$ cat src/rtl/mem_stage_pkg.sv
// Shared types for the memory-access stage: bus layouts,
// load-op bit positions and exception codes.
package mem_stage_pkg;

  localparam int LD_B  = 0;
  localparam int LD_BU = 1;
  localparam int LD_H  = 2;
  localparam int LD_HU = 3;
  localparam int LD_W  = 4;

  localparam logic [5:0] ECODE_INT = 6'h00;
  localparam logic [5:0] ECODE_PIL = 6'h01;
  localparam logic [5:0] ECODE_PIS = 6'h02;
  localparam logic [5:0] ECODE_ADE = 6'h08;
  localparam logic [5:0] ECODE_ALE = 6'h09;
  localparam logic [5:0] ECODE_SYS = 6'h0b;
  localparam logic [5:0] ECODE_BRK = 6'h0c;
  localparam logic [5:0] ECODE_INE = 6'h0d;

  typedef struct packed {
    logic        mem_req;
    logic [4:0]  ld_op;
    logic        ex;
    logic [5:0]  ecode;
    logic        ertn;
    logic        csr_re;
    logic        csr_we;
    logic [13:0] csr_num;
    logic [31:0] csr_wdata;
    logic [2:0]  tlb_op;
    logic        gr_we;
    logic [4:0]  dest;
    logic [31:0] result;
    logic [31:0] pc;
  } es_to_ms_t;

  typedef struct packed {
    logic        ex;
    logic [5:0]  ecode;
    logic        ertn;
    logic        csr_re;
    logic        csr_we;
    logic [13:0] csr_num;
    logic [31:0] csr_wdata;
    logic [2:0]  tlb_op;
    logic [31:0] vaddr;
    logic        gr_we;
    logic [4:0]  dest;
    logic [31:0] final_result;
    logic [31:0] pc;
  } ms_to_ws_t;

  typedef struct packed {
    logic        ex_or_ertn;
    logic        csr_re;
    logic        ld_pending;
    logic [4:0]  dest;
    logic        rf_we;
    logic [31:0] final_result;
  } ms_forward_t;

  localparam int ES_TO_MS_BUS_WD = $bits(es_to_ms_t);
  localparam int MS_TO_WS_BUS_WD = $bits(ms_to_ws_t);
  localparam int MS_FORWARD_WD   = $bits(ms_forward_t);

  function automatic logic is_load(input logic [4:0] op);
    return |op;
  endfunction

endpackage

$ cat src/rtl/mem_stage_load_align.sv
// Load data alignment: picks byte/half/word by address low bits
// and sign/zero extends. Ports: ld_op, addr_lo, rdata -> data.
module mem_stage_load_align
  import mem_stage_pkg::*;
(
  input  logic [4:0]  ld_op,
  input  logic [1:0]  addr_lo,
  input  logic [31:0] rdata,
  output logic [31:0] data
);

  logic [7:0]  byte_v;
  logic [15:0] half_v;

  assign byte_v = 8'(rdata >> {addr_lo, 3'b000});
  assign half_v = 16'(rdata >> {addr_lo[1], 4'b0000});

  always_comb begin
    data = '0;
    unique case (1'b1)
      ld_op[LD_B]:  data = {{24{byte_v[7]}}, byte_v};
      ld_op[LD_BU]: data = {24'b0, byte_v};
      ld_op[LD_H]:  data = {{16{half_v[15]}}, half_v};
      ld_op[LD_HU]: data = {16'b0, half_v};
      ld_op[LD_W]:  data = rdata;
      default:      data = '0;
    endcase
  end

endmodule

$ cat src/rtl/mem_stage.sv
// Memory-access stage: waits for data response, aligns loads,
// drops stale responses after flush, drives WB and ID forward.
module mem_stage
  import mem_stage_pkg::*;
#(
  parameter int DISCARD_W = 2
) (
  input  logic                       clk,
  input  logic                       reset,
  output logic                       ms_allowin,
  input  logic                       es_to_ms_valid,
  input  logic [ES_TO_MS_BUS_WD-1:0] es_to_ms_bus,
  input  logic                       ws_allowin,
  output logic                       ms_to_ws_valid,
  output logic [MS_TO_WS_BUS_WD-1:0] ms_to_ws_bus,
  output logic [MS_FORWARD_WD-1:0]   ms_forward,
  input  logic                       back_ertn_flush,
  input  logic                       back_ex,
  input  logic                       data_sram_data_ok,
  input  logic [31:0]                data_sram_rdata
);

  localparam logic [DISCARD_W-1:0] CNT_MAX = '1;

  es_to_ms_t             ms_bus;
  logic                  ms_valid;
  logic [DISCARD_W-1:0]  discard_cnt;
  logic                  buf_valid;
  logic [31:0]           buf_data;

  logic        flush;
  logic        cnt_zero;
  logic        ok_live;
  logic        ms_ready_go;
  logic        ms_leave;
  logic        cnt_inc;
  logic        cnt_dec;
  logic        buf_load;
  logic [31:0] ld_data;
  logic [31:0] aligned;
  logic [31:0] final_result;
  logic        ld_pending;

  ms_to_ws_t   ws_out;
  ms_forward_t fw_out;

  assign flush    = back_ex | back_ertn_flush;
  assign cnt_zero = (discard_cnt == '0);

  // A response only belongs to us once every stale one is gone.
  assign ok_live = data_sram_data_ok & cnt_zero;

  assign ms_ready_go = ~ms_bus.mem_req | buf_valid | ok_live;
  assign ms_allowin  = ~ms_valid | (ms_ready_go & ws_allowin);
  assign ms_leave    = ms_valid & ms_ready_go & ws_allowin;

  assign ms_to_ws_valid = ms_valid & ms_ready_go & ~flush;

  // Flushed request still waiting: its response will come later.
  assign cnt_inc = flush & ms_valid & ms_bus.mem_req
                 & ~buf_valid & ~ok_live;
  assign cnt_dec = data_sram_data_ok & ~cnt_zero;

  assign buf_load = ms_valid & ms_bus.mem_req
                  & ~buf_valid & ok_live;

  always_ff @(posedge clk) begin
    if (reset) begin
      ms_valid <= 1'b0;
    end else if (flush) begin
      ms_valid <= 1'b0;
    end else if (ms_allowin) begin
      ms_valid <= es_to_ms_valid;
    end
  end

  always_ff @(posedge clk) begin
    if (reset) begin
      ms_bus <= '0;
    end else if (es_to_ms_valid && ms_allowin) begin
      ms_bus <= es_to_ms_t'(es_to_ms_bus);
    end
  end

  always_ff @(posedge clk) begin
    if (reset) begin
      discard_cnt <= '0;
    end else if (cnt_inc && cnt_dec) begin
      discard_cnt <= discard_cnt;
    end else if (cnt_inc && discard_cnt != CNT_MAX) begin
      discard_cnt <= discard_cnt + 1'b1;
    end else if (cnt_dec) begin
      discard_cnt <= discard_cnt - 1'b1;
    end
  end

  always_ff @(posedge clk) begin
    if (reset) begin
      buf_valid <= 1'b0;
      buf_data  <= '0;
    end else if (flush || ms_leave) begin
      buf_valid <= 1'b0;
    end else if (buf_load) begin
      buf_valid <= 1'b1;
      buf_data  <= data_sram_rdata;
    end
  end

  assign ld_data = buf_valid ? buf_data : data_sram_rdata;

  mem_stage_load_align u_align (
    .ld_op   (ms_bus.ld_op),
    .addr_lo (ms_bus.result[1:0]),
    .rdata   (ld_data),
    .data    (aligned)
  );

  assign final_result = is_load(ms_bus.ld_op)
                      ? aligned : ms_bus.result;

  assign ld_pending = ms_valid & is_load(ms_bus.ld_op)
                    & ~ms_ready_go;

  always_comb begin
    ws_out              = '0;
    ws_out.ex           = ms_bus.ex;
    ws_out.ecode        = ms_bus.ecode;
    ws_out.ertn         = ms_bus.ertn;
    ws_out.csr_re       = ms_bus.csr_re;
    ws_out.csr_we       = ms_bus.csr_we;
    ws_out.csr_num      = ms_bus.csr_num;
    ws_out.csr_wdata    = ms_bus.csr_wdata;
    ws_out.tlb_op       = ms_bus.tlb_op;
    ws_out.vaddr        = ms_bus.result;
    ws_out.gr_we        = ms_bus.gr_we;
    ws_out.dest         = ms_bus.dest;
    ws_out.final_result = final_result;
    ws_out.pc           = ms_bus.pc;
  end

  always_comb begin
    fw_out              = '0;
    fw_out.ex_or_ertn   = (ms_bus.ex | ms_bus.ertn) & ms_valid;
    fw_out.csr_re       = ms_bus.csr_re & ms_valid;
    fw_out.ld_pending   = ld_pending;
    fw_out.dest         = ms_bus.dest;
    fw_out.rf_we        = ms_bus.gr_we & ms_valid & ~ms_bus.ex;
    fw_out.final_result = final_result;
  end

  assign ms_to_ws_bus = ws_out;
  assign ms_forward   = fw_out;

endmodule
$ cat config.mk
export PLATFORM = sky130hd
export DESIGN_NAME = mem_stage
export DESIGN_NICKNAME = d
export VERILOG_FILES = /design/src/rtl/mem_stage_pkg.sv /design/src/rtl/mem_stage_load_align.sv /design/src/rtl/mem_stage.sv
export SDC_FILE = /design/constraint.sdc
export NUM_CORES = 1
export LEC_CHECK = 0
export BUFFER_PORTS_ARGS = -buffer_cell sky130_fd_sc_hd__buf_4
export CAP_MARGIN = 10
export CORE_MARGIN = 1.5
export CORE_UTILIZATION = 45
export DETAILED_ROUTE_END_ITERATION = 8
export PLACE_DENSITY = 0.72
export SETUP_SLACK_MARGIN = 0.2
export SYNTH_ARGS = -nofsm -noshare
export SYNTH_HDL_FRONTEND = slang
export SYNTH_SLANG_ARGS = --single-unit
export TNS_END_PERCENT = 20
$ cat constraint.sdc
create_clock -name clk -period 7.51 [get_ports clk]
set_clock_uncertainty 0.1 [all_clocks]
set_input_delay 1.502 -clock clk [delete_from_list [all_inputs] [get_ports clk]]
set_output_delay 1.502 -clock clk [all_outputs]
set_load 0.05 [all_outputs]
# Yosys cells after proc, flatten, opt, wreduce, memory -nomap -nowiden
# Cells that the tools add are included.
[totals]
regBits = 171
out_inout_bits = 204
[op_classes]
addsub = 2
eq_ne = 1
n_shift = 2
mux = 5
bitwise_logic = 34
n_reduce_logical = 11
[ops]
columns = ["op", "count"]
rows = [
  ["32-bit case mux with 5 select lines", 1],
  ["32-bit 2-to-1 mux", 2],
  ["32-bit by 5-bit right shift with 16-bit output", 1],
  ["32-bit by 5-bit right shift with 8-bit output", 1],
  ["1-bit bitwise AND", 19],
  ["1-bit NOT", 10],
  ["1-bit OR", 5],
  ["5-bit OR reduction", 1],
  ["2-bit 2-to-1 mux", 2],
  ["2-bit AND reduction", 2],
  ["2-bit OR reduction", 2],
  ["1-bit logical AND", 3],
  ["2-bit by 1-bit adder with 2-bit output (second input constant)", 1],
  ["2-bit logical NOT", 1],
  ["2-bit inequality test (second input constant)", 1],
  ["2-bit nonzero test", 1],
  ["2-bit by 1-bit subtractor with 2-bit output (second input constant)", 1],
  ["1-bit logical OR", 1],
]

# Longest topological paths before layout
[logic_depth]
depth_word = 8
ltp_mapped = 8
mapped_depth_nobuf = 4

# By module
# A second synthesis with hierarchy kept.
[unflattened]
cells_unflattened = 1078
area_unflattened_um2 = 8673.3
[by_module_without_submodules]
columns = ["module", "instances", "cells_per_inst", "area_per_inst_um2", "seq_area_each_um2"]
rows = [
  ["mem_stage", 1, 1003, 8059.0, 3423.3],
  ["mem_stage_load_align", 1, 75, 614.3, 0.0],
]

# Least setup slack after synthesis
# No wires, ideal clock.
[synth_path]
path_type = "input to output"
start = "input data_sram_rdata[31]"
end = "output ms_to_ws_bus[40]"
arrival_time_ps = 3441
required_time_ps = 5908
path_slack_ps = 2467
path_stages = 5
path_cell_list = "mux4_2 > mux2_4 > a21oi_1 > a21oi_1 > buf_4"
[synth_between]
elab_chain_cells = 4
[synth_rtl]
columns = ["item", "line", "rtl"]
rows = [
  ["from (decl)", "mem_stage.sv:20", "input logic [31:0] data_sram_rdata"],
  ["32-bit 2-to-1 mux", "mem_stage.sv:109", "assign ld_data = buf_valid ? buf_data : data_sram_rdata;"],
  ["32-bit by 5-bit right shift with 8-bit output", "mem_stage_load_align.sv:15", "assign byte_v = 8'(rdata >> {addr_lo, 3'b000});"],
  ["32-bit case mux with 5 select lines", "mem_stage_load_align.sv:20", "unique case (1'b1)"],
  ["32-bit 2-to-1 mux", "mem_stage.sv:119", "? aligned : ms_bus.result;"],
  ["to (decl)", "mem_stage.sv:15", "output logic [MS_TO_WS_BUS_WD-1:0] ms_to_ws_bus,"],
]
# No other way between the ends.

# Worst setup path after layout
[layout_path]
start = "input data_sram_rdata[31]"
end = "output ms_forward[31]"
[layout_between]
elab_chain_cells = 4
[layout_rtl]
columns = ["item", "line", "rtl"]
rows = [
  ["32-bit 2-to-1 mux *", "mem_stage.sv:109", ""],
  ["32-bit by 5-bit right shift with 16-bit output or 32-bit by 5-bit right shift with 8-bit output (tied branches)", "mem_stage_load_align.sv:16, mem_stage_load_align.sv:15", ""],
  ["32-bit case mux with 5 select lines *", "mem_stage_load_align.sv:20", ""],
  ["32-bit 2-to-1 mux *", "mem_stage.sv:119", ""],
  ["to (decl)", "mem_stage.sv:16", "output logic [MS_FORWARD_WD-1:0] ms_forward,"],
]
# Every way passes the cells marked *; elsewhere a longest branch is shown, timed or not.

==> flow_summary_export.csv <==
group,metric,value,unit
synth,synth_top_family_by_area,"simple AND/OR/NAND/NOR gates",
cells_and_area,final_nets,1455,
global_route,antenna_found_initial,1,
synth,synth_cell_type_count,41,
synth,syn_area_per_cell,8.88,um^2
global_route,grt-ovfl-total,0,
critical_path,worstSetupStartpoint,"data_sram_rdata[31]",
clocking,ctsResizeCount,0,
cells_and_area,layout.cells.non_filler,1575,
synth,yosysSeqAreaShare,0.346,
clocking,clk_latency,0.42,ns
cells_and_area,final_common_cell,"buf_4",
synth,async_flop_share,0,
synth,synth-edff-count,0,
place,place_congestion,0.931,
synth,synth_seq_cells,171,
die,fp.dieW,151,um
place,place_ws,2.20,ns
clocking,hold_buffers,0,
die,rows,54,
hold_path,min_path_type,"flop to flop",
flow_run,cap_violations,0,
timing,postLayoutSetupSlackWorst,2.17,ns
die,io-pin-count,378,
cells_and_area,finish.utilization,0.562,
global_route,grt_pass1_wl,39.6,mm
cells_and_area,drive_above_1_share,0.358,
clocking,clk_pin_slew_worst_paths,0.07,ns
clocking,cts_sinks,171,
timing,hold_violations,0,
routing,drc,0,
timing,fin_crit,5.34,ns
timing,maxSlewViolCount,0,
clocking,post_cts_buffers,0,
critical_path,crit_type,"input port to output pin",
critical_path,r2r-start,"buf_valid",
die,die-area,22900,um^2
timing,finalSetupViolations,0,
synth,syn-instance-count,1116,
place,portBuffers,377,
pwr,p_per_area,232,nW/um^2
timing,max_slew.worst_pin.slew,1.03,ns
timing,grt_setup_unrepaired,"false",
global_route,grt_usage,0.224,
routing,drt_wl_total,26.2,mm
routing,vias,7748,
timing,tns,0,ns
critical_path,worstSetupStartpointType,"input port",
critical_path,crit_family,"compound AO/OA/AOI/OAI gates",
timing,finalCritPeriodShare,0.710,
critical_path,critical_path_arrival,3.73,ns
timing,max_freq,187,MHz
die,start_util,0.457,
die,core,21700,um^2
synth,synth_warnings,0,
synth,synth-adder-area-share,0,
critical_path,path_max_fanout,16,
critical_path,crit_required,5.91,ns
cells_and_area,syn2layout_area_growth,23.1,%
critical_path,critical_path.cell_chain,"buf_4, mux4_2, mux2_4, a221oi_4, a21oi_1, buf_4",
clocking,cts_tree,"done",
synth,synth_flop_cell,"dfxtp_1",
critical_path,crit_buf_inv,2,
synth,synthMuxAreaShare,0.192,
routing,firstDrtPassIters,5,
routing,postRouteAntennaNets,0,
critical_path,cp-end-kind,"output pin",
clocking,root_buffer,"clkbuf_16",
clocking,cts_buffer_depth,2,
synth,netlist_area,9910,um^2
clocking,cts_made_buffers,17,
global_route,grt_start_max_net_pins,169,
cells_and_area,final_cell_mix,"buf_4 (385), nand2b_1 (272), dfxtp_1 (170)",
synth,synth.net_count,1290,
global_route,grt_pass1_vias,7292,
die,die_height,151,um
synth,synth_compound_area_frac,0.0633,
routing,drt_iter0_markers,479,
hold_path,hold_start,"buf_data[9]",
synth,synth-simple-area-share,0.239,
outcome,outcome,"completed",
critical_path,cpMaxStageDelayCell,"a221oi_4",
place,placedCellCount,1542,
routing,viasPerCell,4.92,
synth,synthXorXnorAreaFrac,0,
routing,wl_per_cell,16.6,um
timing,relSlewSlack,0.315,
place,place_hpwl,19.3,mm
clocking,h-tree-depth,4,
pwr,irDropWorstVdd,142,uV
critical_path,cpMostUsedCell,"buf_4",
pwr,leakage,5.48,nW
critical_path,critPathMaxStageDelay,0.74,ns
==> layout make-up <==
| type | count | area (um^2) |
|---|---|---|
| inverters | 2 | 7.51 |
| clock inverters | 15 | 170 |
| repair buffers | 386 | 2900 |
| clock buffers | 17 | 425 |
| diodes | 1 | 2.50 |
| fillers | 2045 | 9490 |
| well taps | 280 | 350 |
| flip-flops and latches | 171 | 3420 |
| multi-input cells | 703 | 4910 |
==> stage by stage <==
| step | area [um^2] | total power, mW | hold WS (ns) |
|---|---|---|---|
| 5_1_grt | 12200 | 2.95 | 0.374 |
| 2_1_floorplan | 9910 | 1.75 | 0.333 |
| 4_1_cts | 12200 | 2.86 | 0.357 |
| 3_3_place_gp | 11600 | 1.95 | 0.338 |
| 3_5_place_dp | 11600 | 1.96 | 0.347 |
| 6_report | 12200 | 2.83 | 0.354 |
==> worst register-to-register path, delay by kind of cell (launching register included) <==
| kind | cells | cell delay, ns |
|---|---|---|
| AO/OA/AOI/OAI | 2 | 0.39 |
| buffers and inverters | 3 | 1.70 |
| flip-flops | 1 | 0.36 |
| multiplexers | 1 | 0.32 |
| AND/OR/NAND/NOR | 1 | 0.20 |
==> power by group <==
group | switching, mW | internal (mW) | leakage, nW
Combinational | 0.630 | 0.312 | 3.78
Sequential | 0.0394 | 0.954 | 1.40
Clock | 0.422 | 0.477 | 0.291
Total | 1.09 | 1.74 | 5.48
==> cell usage after synthesis, types with 2 or more instances <==
cell type	n	area, um^2
buf_2	12	60.1
nand2_1	85	319
mux2_2	30	338
buf_4	173	1300
a2111oi_0	6	52.6
buf_6	2	22.5
mux4_2	8	180
buf_1	2	7.51
a22oi_1	8	60.1
and3b_1	8	70.1
o211ai_1	2	15.0
inv_1	2	7.51
clkbuf_1	51	191
mux2i_1	137	1370
nor2b_1	5	31.3
nor3_1	4	20.0
dfxtp_1	171	3420
nand3_1	2	10.0
nor2_1	35	131
nand2b_1	272	1700
and2_1	2	12.5
a21oi_1	66	330
nand3b_1	4	30.0
o21ai_0	11	55.1
o21bai_1	2	15.0
==> cell families after synthesis <==
logic type / after synthesis
multiplexers: 176
flip-flops: 171
AND/OR/NAND/NOR: 422
buffers and inverters: 242
AO/OA/AOI/OAI: 105
==> layer usage <==
layer / track usage / part of all wire / vias up
li1: - / - / 3841
met1: 0.284 / 0.41 / 3552
met2: 0.357 / 0.47 / 312
met3: 0.0699 / 0.092 / 43
met4: 0.0835 / 0.029 / 0
met5: 0 / 0 / -
==> state kept, by name (all words and copies together) (netlist names) <==
| register | cells |
|---|---|
| ms_bus | 6 |
| discard_cnt | 2 |
| ms_forward | 5 |
| ms_to_ws_bus | 124 |
| ms_valid | 1 |
| buf_valid | 1 |
| buf_data | 32 |
==> final timing paths <==
check             slack (ns)         endpoint  cells past startpoint
hold / removal          0.35      buf_data[9]                      2
setup / recovery        2.17   ms_forward[31]                      6
setup reg to reg        4.36  ms_to_ws_bus[9]                      7
hold reg to reg         0.35      buf_data[9]                      2
No activity file was read; power rests on OpenSTA's default activity.
